$ cat config.mk
export PLATFORM = sky130hd
export DESIGN_NAME = pulse_to_level
export DESIGN_NICKNAME = d
export VERILOG_FILES = /design/src/rtl/pulse_to_level_pkg.sv /design/src/rtl/pulse_len_counter.sv /design/src/rtl/pulse_to_level.sv
export SDC_FILE = /design/constraint.sdc
export NUM_CORES = 1
export LEC_CHECK = 0
export CAP_MARGIN = 15
export CORE_MARGIN = 5
export CORE_UTILIZATION = 40
export CTS_CLUSTER_DIAMETER = 40
export DETAILED_ROUTE_END_ITERATION = 10
export PLACE_DENSITY = 0.7
export SYNTH_ARGS = -nofsm -noshare
export SYNTH_HDL_FRONTEND = slang
export SYNTH_SLANG_ARGS = --single-unit
export TNS_END_PERCENT = 100
$ cat constraint.sdc
create_clock -name clk -period 4.8 [get_ports clk]
set_clock_uncertainty 0.1 [all_clocks]
set_input_delay 0.72 -clock clk [delete_from_list [all_inputs] [get_ports clk]]
set_output_delay 0.72 -clock clk [all_outputs]
set_load 0.03 [all_outputs]
$ cat src/rtl/pulse_to_level_pkg.sv
// pulse_to_level_pkg: shared modes, FSM states and default pulse length for pulse_to_level
package pulse_to_level_pkg;
  typedef enum logic [1:0] {
    MODE_TOGGLE  = 2'b00,
    MODE_ONESHOT = 2'b01,
    MODE_RETRIG  = 2'b10,
    MODE_RSVD    = 2'b11
  } mode_e;
  typedef enum logic {
    ST_IDLE   = 1'b0,
    ST_ACTIVE = 1'b1
  } state_e;
  localparam int DEFAULT_LEN = 4;
endpackage

$ cat src/rtl/pulse_len_counter.sv
// pulse_len_counter: loadable down-counter (load wins over dec, holds at zero); ports clk, rst, load, dec, load_val -> cnt, zero
module pulse_len_counter #(
  parameter int CNT_W = 8
) (
  input  logic             clk,
  input  logic             rst,
  input  logic             load,
  input  logic             dec,
  input  logic [CNT_W-1:0] load_val,
  output logic [CNT_W-1:0] cnt,
  output logic             zero
);
  assign zero = cnt == '0;
  always_ff @(posedge clk)
    if (rst) cnt <= '0;
    else if (load) cnt <= load_val;
    else if (dec && !zero) cnt <= cnt - 1'b1;
endmodule

$ cat src/rtl/pulse_to_level.sv
// pulse_to_level: turns trigger pulses into toggle levels or timed pulses; ports clk, rst, trig, mode, len -> Q, busy, done
module pulse_to_level
  import pulse_to_level_pkg::*;
#(
  parameter int CNT_W       = 8,
  parameter int DEFAULT_LEN = pulse_to_level_pkg::DEFAULT_LEN
) (
  input  logic             clk,
  input  logic             rst,
  input  logic             trig,
  input  logic [1:0]       mode,
  input  logic [CNT_W-1:0] len,
  output logic             Q,
  output logic             busy,
  output logic             done
);
  mode_e            m;
  state_e           st;
  logic             rtg;
  logic             tgl;
  logic [CNT_W-1:0] eff;
  logic             zero;
  logic             start;
  logic             reload;
  logic             dec;
  assign m      = mode_e'(mode);
  assign eff    = (len == '0) ? CNT_W'(DEFAULT_LEN) : len;
  assign start  = st == ST_IDLE && trig && m != MODE_TOGGLE;
  // rtg holds the mode captured when the pulse began, so mid-pulse mode changes are ignored
  assign reload = st == ST_ACTIVE && trig && rtg;
  assign dec    = st == ST_ACTIVE && !reload;
  pulse_len_counter #(.CNT_W(CNT_W)) u_cnt (
    .clk      (clk),
    .rst      (rst),
    .load     (start || reload),
    .dec      (dec),
    .load_val (eff - 1'b1),
    .cnt      (),
    .zero     (zero)
  );
  always_ff @(posedge clk)
    if (rst) begin
      st   <= ST_IDLE;
      rtg  <= 1'b0;
      tgl  <= 1'b0;
      Q    <= 1'b0;
      busy <= 1'b0;
      done <= 1'b0;
    end else begin
      done <= 1'b0;
      if (st == ST_IDLE) begin
        if (start) begin
          st   <= ST_ACTIVE;
          rtg  <= m == MODE_RETRIG;
          tgl  <= 1'b0;
          Q    <= 1'b1;
          busy <= 1'b1;
        end else if (trig) begin
          tgl <= ~tgl;
          Q   <= ~tgl;
        end
      end else if (!reload && zero) begin
        st   <= ST_IDLE;
        Q    <= 1'b0;
        busy <= 1'b0;
        done <= 1'b1;
      end
    end
endmodule

==> reports/metrics.cfg <==
[run_status]
status=finished clean

[cts]
clock_insertion_delay_worst_skew_ns=0.29
cts_made_buffers=3
cts_tree=yes
root_buffer=clkbuf_4
cts_buffer_depth=2
postCtsHoldBufs=0
cts_num_sinks=14
path_clk_slew_ns=0.09
post_cts_resized=0
post_cts_buffers=0
ctsHtreeMaxLevel=1

[pwr]
irDropWorstVdd_uv=197
power-per-cell-area_nw_per_um2=384
static-leakage-power_nw=0.399

[layout]
most-common-layout-cells=clkdlybuf4s50_1, dfxtp_1, nor2_1, mux2i_1, nand2_1
final_common_cell=clkdlybuf4s50_1
num-nets-final=135
drive_gt1_frac=0.0833
area.growth.synth_to_final_pct=22.3
insertedDiodeCount=0

[die]
floorplan.die_area_sq_um=3240
effective_utilization_at_floorplan=0.411
rows=17
floorplan.core_area_sq_um=2150
die_width_um=57.0
die_height_um=57.0
floorplan.io_pins=16

[synth]
postSynth.topFlopCell=dfxtp_1
avgSynthCellArea_sq_um=8.40
synth.ff_latch_count=14
synth_cell_types=39
synth_edf_count=0
post_synthesis_cells=105
syn-num-nets=119
synthesis.yosys.warnings=0
register_area_share_after_synthesis=0.318
synthArstFlopShare=0
synth.cell_area_sq_um=882

[grt]
number_of_global_route_vias_before_repair=892
grt_start_max_net_pins=16
grt_util_all_layers=0.147
grt-ovfl-total=0
first_pass_grt_wire_length_um=3860
number_of_antenna_violations_at_the_first_check_in_global_routing=0

[timing]
final.setup.tns_ns=0
rsz0062_at_grt=no
timing_worst_slew_pin_value_ns=0.534
setup_violations=0
slew_hr=0.643
report.final.slew_viol_count=0
timing.final.ws_setup_ns=1.83
timing.final.hold_violations=0
max_freq_ghz=0.337
finalCritPeriodShare=0.619
finalCriticalPeriod_ns=2.97
timing.hold.ws_ns=0.357

[critical_path]
path_delay_family=simple AND/OR/NAND/NOR gates
cp_common_cell=or3_1
slowest_stage=clkdlybuf4s50_1
critPathArrivalTime_ns=3.06
critPathRequiredTime_ns=4.89
timing.rr.start=st$_SDFF_PP0_
critical_path_cell_list=clkdlybuf4s50_1, or3_1, and3_4, mux2i_1, ha_1, inv_1, or3_1, o311ai_1
reg2reg_slack_ns=2.27
critical_path.max_fanout=11
r2r_cells=7
critical_path_sink_type=flip-flop
critical_path.n_buffers_inverters=2
cp_slowest_stage_delay_ns=0.45
worst_r2r_endpoint=u_cnt.cnt[6]$_SDFFE_PP0P_
setup.worst_path.class=in2reg
crit_path_start_kind=input port

[detailed_routing]
via_count=865
detail_route.drc_violations=0
drt-wirelength-per-cell_um=14.3
route.antenna.remaining_nets=0
drtIter0Drc=21
drt_pre_antenna_iters=4
drt_wl_total_um=2120
route.detailed.vias_per_inst=5.84

[worst_hold_path]
holdPathStages=2
worst_hold_path_class=reg2reg
hold_start=busy$_SDFFE_PP0P_
worst_hold_path.endpoint=busy$_SDFFE_PP0P_

[job]
max_cap_violations=0

[place]
buffer_ports.inserted=15
gp_congestion=0.855
detailedPlace.worstSlack_ns=1.51
hpwlAfterDp_um=1640

-- where the power goes --
part,leakage [nW],total [mW],internal [mW],switching (mW)
sequential,0.115,0.156,0.136,0.0202
clock,0.0210,0.0885,0.0462,0.0423
combinational,0.262,0.169,0.0752,0.0942
-- flip-flops by register name, indices dropped and copies added, names as in the netlist --
signal	cells
Q	1
busy	1
tgl	1
done	1
st	1
rtg	1
u_cnt.cnt	8
-- Yosys cell counts (all sizes together) (2+ instances only) --
library cell	n	area (sq um)
nand3	6	30.0
nand2b	3	18.8
nand2	7	26.3
nand3b	2	15.0
nor2	11	41.3
nor3	6	30.0
nor4	2	12.5
buf	3	21.3
or3	3	18.8
o31ai	4	30.0
nand4	3	18.8
dfxtp	14	280
mux2i	9	90.1
a21oi	4	20.0
a211oi	3	22.5
mux2	2	26.3
inv	3	11.3
-- kinds of logic (layout without fill, tap and decap cells) --
kind of cell    after synthesis  after routing  synth area share
compound gates               24             24             0.210
simple gates                 47             47             0.275
xor+xnor                      1              1           0.00993
fa+ha+maj                     1              1            0.0142
flops                        14             14             0.318
mux                          11             11             0.132
buf+inv                       7             22            0.0411
-- through the flow --
stage / std cells / utilization / total power, mW / instance area, sq um
finish: 148 / 0.502 / 0.414 / 1080
CTS: 148 / 0.502 / 0.416 / 1080
global route: 148 / 0.502 / 0.446 / 1080
detailed placement: 144 / 0.485 / 0.327 / 1040
global placement: 144 / 0.485 / 0.324 / 1040
floorplan: 105 / - / 0.282 / 882
-- how the worst max path moves through the flow --
stage	from	to	slack [ns]	cells past startpoint
floorplan	mode[1]	u_cnt.cnt[6]$_SDFFE_PP0P_	2.00	9
global placement	mode[1]	u_cnt.cnt[6]$_SDFFE_PP0P_	1.63	8
detailed placement	mode[1]	u_cnt.cnt[6]$_SDFFE_PP0P_	1.51	8
CTS	mode[1]	u_cnt.cnt[6]$_SDFFE_PP0P_	1.81	8
global route	mode[1]	u_cnt.cnt[6]$_SDFFE_PP0P_	1.62	8
finish	mode[1]	u_cnt.cnt[6]$_SDFFE_PP0P_	1.83	8
-- cell type report --
class,instances,area [sq um]
clock buffer,4,36.3
fill,228,1070
inverter,3,11.3
multi-input combinational,84,566
sequential,14,280
tap,28,35.0
timing repair buffer,15,150
-- layer usage --
metal | track usage | part of all wire
met4 | 0.0728 | 0.0090
met2 | 0.250 | 0.50
met1 | 0.169 | 0.44
met5 | 0 | 0
met3 | 0.0385 | 0.048
-- worst register-to-register path, stage by stage (launching register included) --
cell      delay [ns]
dfxtp_1         0.41
or3_1           0.48
and3_4          0.27
mux2i_1         0.23
ha_1            0.28
inv_1           0.08
or3_1           0.36
o311ai_1        0.24
(Power assumes the default switching activity.)
==> patch 1: new RTL, same flow settings <==
Put one more register stage on the output `done`, without a reset. The value now appears one clock later. The other outputs are not delayed to match.
--- a/src/rtl/pulse_to_level.sv
+++ b/src/rtl/pulse_to_level.sv
@@ -16,2 +16,4 @@
 );
+
+  logic done_s0;
   mode_e            m;
@@ -47,5 +49,5 @@
       busy <= 1'b0;
-      done <= 1'b0;
+      done_s0 <= 1'b0;
     end else begin
-      done <= 1'b0;
+      done_s0 <= 1'b0;
       if (st == ST_IDLE) begin
@@ -65,5 +67,9 @@
         busy <= 1'b0;
-        done <= 1'b1;
+        done_s0 <= 1'b1;
       end
     end
+  always_ff @(posedge clk) begin
+      done <= done_s0;
+  end
+
 endmodule
Behaviour: not the same (Yosys sat finds a counterexample within 4 cycles, from zero or initial values and one cycle with rst high).
==> patch 1 against the unedited design <==
  * Design area rose by 1.0%
  * Routed wire length rose by 4.9%
  * Synthesized area rose by 2.3%
  * Power rose by 0.28%
  * Core utilization fell by 0.46 points
  * Register-to-register slack got worse by 0.07 ns
  * Synthesized cell count rose by 0.95%
  * Setup slack got worse by 0.049 ns
  * Sequential cell count rose by 1
  * Critical endpoint unchanged
  * Largest cell class unchanged
  * Largest power group unchanged
==> patch 1: results (changes against the unedited design) <==
| Metric | Value |
|---|---|
| Outcome | `finished clean` |
| Number of synthesis warnings | `0 (unchanged)` |
| HP Start | `done_s0$_SDFF_PP0_` |
| First-pass GRT wire length | `3600 um (-6.6%)` |
| Worst vdd ir | `222 uV (+12%)` |
| DRT iter0 DRCs | `32 (+52%)` |
| Commonest cells in the synthesized netlist | `dfxtp_1, nor2_1, mux2i_1` |
| Clock Latency Late Sink | `about 0.30 ns` |
| WL/cell | `14.9 um (+4.2%)` |
| Critical Path Start | `mode[1]` |
| Final nets | `136 (+0.74%)` |
| Hold path depth | `0 (-2)` |
| Largest net degree at the start of global routing | `16 (unchanged)` |
| Area after DPL | `0.00106 mm^2 (+1.9%)` |
| Largest Register | `u_cnt.cnt` |
| Fraction of layout cells with a size suffix above 1 | `8.26% (-0.069 points)` |
| WHS Endpoint | `done$_DFF_P_` |
| Dpl cells | `145 (+0.69%)` |
| Max reg flops | `8 (unchanged)` |
| R2R Path Start | `st$_SDFF_PP0_` |
| Seq/Total Area, Yosys | `33.3% (+1.5 points)` |
| Post-Syn Area per Cell | `8.51 um^2 (+1.3%)` |
| Slew at the pin closest to its max-slew limit | `0.532 ns (-0.00256 ns)` |
| Worst Hold Class | `flop to flop` |
| Initial DRT Pass Iterations | `4 (unchanged)` |
| LEAKAGE | `0.404 nW (+1.2%)` |
| Highest-delay cell along the critical path | `clkdlybuf4s50_1` |
| Final HPWL DP | `1650 um (+0.30%)` |
| Clock transition at path regs | `0.10 ns` |
| Reg2reg setup slack | `2.20 ns (-0.07 ns)` |
| Initial Utilization | `41.2% (+0.12 points)` |
| Vias | `890 (+2.9%)` |
| Top cells by area, synth | `dfxtp_1, mux2i_1, nor2_1, nand3_1, nor3_1` |
| Synth Net Count | `120 (+0.84%)` |
| Vias per std cell | `5.97 (+2.2%)` |
| Root Buffer | `clkbuf_4` |
| RePlAce Congestion | `0.839 (-1.8%)` |
| CTS-repair resized insts | `0 (unchanged)` |
| CP arrival | `3.12 ns (+0.06 ns)` |
| CP peak stage delay | `0.45 ns (about the same)` |
| Total GRT Usage | `13.9% (-0.79 points)` |
| Number of diodes | `0 (unchanged)` |
| Vias in the first global route | `817 (-8.4%)` |
| Top_reg_cell synth | `dfxtp_1` |
| CP Max Fanout | `11 (unchanged)` |
| Fillers | `215 (-5.7%)` |
## patch 1: cells by family after synthesis
kind of cell / count (synthesis) / share of synthesized area [%]
muxes: 11 / 12.9
AOI/OAI and AO/OA: 24 / 20.5
buffers and inverters: 7 / 4.02
adders and majority gates: 1 / 1.39
and+or+nand+nor: 47 / 26.9
xor gates and xnor gates: 1 / 0.971
DFF: 15 / 33.3
## patch 1: critical path, delay by kind of cell
family | cells | cell delay [ns]
AND/OR/NAND/NOR | 3 | 1.09
buffers and inverters | 2 | 0.52
AO/OA/AOI/OAI | 1 | 0.30
adder cells (fa/ha/maj) | 1 | 0.27
multiplexers | 1 | 0.22
## patch 1: layer usage
| layer | GRT usage, % | vias to the layer above | wire length, um | part of all wire [%] |
|---|---|---|---|---|
| met1 | 16.6 | 408 | 922 | 41 |
| li1 | - | 436 | - | - |
| met4 | 5.63 | 0 | 26 | 1.2 |
| met3 | 4.30 | 4 | 182 | 8.2 |
| met5 | 0 | - | 0 | 0 |
| met2 | 22.9 | 42 | 1090 | 49 |
## patch 1: cell type report
cell class,count,share of cell area (%)
Multi-Input combinational cell,84,51.9
Sequential cell,15,27.6
Timing Repair Buffer,15,13.8
Tap cell,28,3.21
Clock buffer,3,2.07
Inverter,3,1.03
Clock inverter,1,0.459
## patch 1: metrics by stage
stage	worst slack, ns	hold slack, ns	total power, mW	utilization [%]
global route	1.69	0.245	0.440	49.7
floorplan	2.00	0.210	0.292	-
finish	1.78	0.238	0.415	49.7
detailed placement	1.55	0.218	0.337	48.5
CTS	1.81	0.241	0.415	49.7
global placement	1.64	0.213	0.334	48.5
## patch 1: where the power goes
group	total (mW)	internal, mW	switching (mW)
Combinational	0.172	0.0754	0.0970
Sequential	0.166	0.145	0.0209
Clock	0.0770	0.0311	0.0459
Total	0.415	0.251	0.164
==> patch 2: new RTL, same settings <==
Made on the original files. `CNT_W` is set to 8 in 2 places; all go to 6.
--- a/src/rtl/pulse_len_counter.sv
+++ b/src/rtl/pulse_len_counter.sv
@@ -2,3 +2,3 @@
 module pulse_len_counter #(
-  parameter int CNT_W = 8
+  parameter int CNT_W = 6
 ) (
--- a/src/rtl/pulse_to_level.sv
+++ b/src/rtl/pulse_to_level.sv
@@ -4,3 +4,3 @@
 #(
-  parameter int CNT_W       = 8,
+  parameter int CNT_W       = 6,
   parameter int DEFAULT_LEN = pulse_to_level_pkg::DEFAULT_LEN
Ports: changed (resized len); port bits go from 16 to 14. No check against the original RTL was run, so the function may have changed too.
==> patch 2 against the unedited design <==
  * Design area down 23%
  * Synthesized area down 23%
  * Routed wire length down 36%
  * Hold slack lost 0.0029 ns
  * Setup slack worse by 0.015 ns
  * Sequential power fell by 20%
  * Clock power fell by 33%
  * Non-clock buffer count fell by 2
  * Sequential cell count decreased by 2
  * First-iteration DRC count is 81% lower
  * Power shrank 35%
  * Critical endpoint is now u_cnt.cnt[4]$_SDFFE_PP0P_
  * Highest routed layer unchanged
==> patch 2: results (changes against the unedited design) <==
| Metric | Value |
|---|---|
| Seq/Total Area, Yosys | `35.2% (+3.5 points)` |
| Worst vdd ir | `213 uV (+7.9%)` |
| Number of diodes | `0 (unchanged)` |
| Syn Inst Count | `80 (-24%)` |
| Final design utilization | `49.5% (-0.69 points)` |
| Fmax | `335 MHz (-0.52%)` |
| CP Max Fanout | `8 (-3)` |
| DRT iter0 DRCs | `4 (-81%)` |
| Number of synthesis warnings | `0 (unchanged)` |
| Proportion of synthesized area in mux cells | `6.06% (-7.1 points)` |
| Largest net degree at the start of global routing | `14 (-2)` |
| Reg2reg setup slack | `2.25 ns (-0.02 ns)` |
| Slew at the pin closest to its max-slew limit | `0.502 ns (-0.0318 ns)` |
| Area after DPL | `805 um^2 (-23%)` |
| Max reg flops | `6 (-2)` |
| Compound-gate portion of the synthesized area | `22.6% (+1.6 points)` |
| Met2 Usage GRT | `17.2% (-7.8 points)` |
| First-pass GRT wire length | `2330 um (-40%)` |
| LEAKAGE | `0.289 nW (-28%)` |
| Commonest cells in the synthesized netlist | `dfxtp_1, nor2_1, nand2_1` |
| Post-synthesis xor/xnor area fraction | `1.28% (+0.29 points)` |
| Fraction of layout cells with a size suffix above 1 | `10.8% (+2.4 points)` |
| Unique masters post-synth | `32 (-18%)` |
| Adder-cell share of the synthesized area | `1.83% (+0.42 points)` |
| Total GRT Usage | `12.1% (-2.6 points)` |
| WL/cell | `12.3 um (-14%)` |
| Vias per std cell | `5.59 (-4.3%)` |
| Synth Net Count | `92 (-23%)` |
| Fillers | `145 (-36%)` |
| Routed wire length | `1360 um (-36%)` |
| Worst Setup Slack post-DPL | `1.55 ns (+0.0369 ns)` |
| # port buffers | `13 (-2)` |
| Final HPWL DP | `1040 um (-37%)` |
| RePlAce Congestion | `0.853 (-0.25%)` |
| Clock Latency Late Sink | `0.27 ns (-0.02 ns)` |
| Met1 Resource Use GR | `15.2% (-1.7 points)` |
| Top cells by area, synth | `dfxtp_1, a211oi_1, nor2_1, a21oi_1, mux2i_1` |
| Worst Hold Slack | `0.354 ns (-0.00289 ns)` |
| Vias in the first global route | `536 (-40%)` |
| Dpl cells | `107 (-26%)` |
| Outcome | `finished clean` |
## patch 2: changes by cell type after synthesis, moves of 3 or more
cell and change:
mux2i_1 -6, o31ai_1 -4, a21oi_1 +3, inv_1 -3
nand3_1 -3, nor3_1 -3
## patch 2: logic make-up after synthesis
kind of cell	after synthesis
AOI/OAI and AO/OA	22
xor gates and xnor gates	1
adders and majority gates	1
buffers and inverters	3
DFF	12
muxes	4
and+or+nand+nor	37
## patch 2: area by class of cell
| cell class | count | share of cell area, % |
|---|---|---|
| tap | 17 | 2.57 |
| timing repair buffer | 13 | 15.7 |
| multi-input combinational | 65 | 49.9 |
| clock buffer | 3 | 2.72 |
| sequential | 12 | 29.0 |
## patch 2: critical path, delay by kind of cell
family	cells	cell delay, ns
compound gates	3	0.47
fa+ha+maj	1	0.23
buf+inv	1	0.45
simple gates	5	1.18
## patch 2: layer usage
metal	up-vias	wire, um
li1	323	-
met1	278	621
met2	10	636
met3	4	77
met4	0	23
met5	-	0
## patch 2: worst paths after layout
path                                                   to  depth (start not counted)              start
worst max-delay path            u_cnt.cnt[4]$_SDFFE_PP0P_                         10            mode[1]
worst min-delay path                    busy$_SDFFE_PP0P_                          2  busy$_SDFFE_PP0P_
worst max register to register  u_cnt.cnt[4]$_SDFFE_PP0P_                          9      st$_SDFF_PP0_
worst min register to register          busy$_SDFFE_PP0P_                          2  busy$_SDFFE_PP0P_
## patch 2: where the power goes
group          internal, mW  leakage (nW)  switching, mW
Clock                0.0290        0.0138         0.0298
Combinational        0.0412         0.176         0.0434
Sequential            0.111        0.0990         0.0132
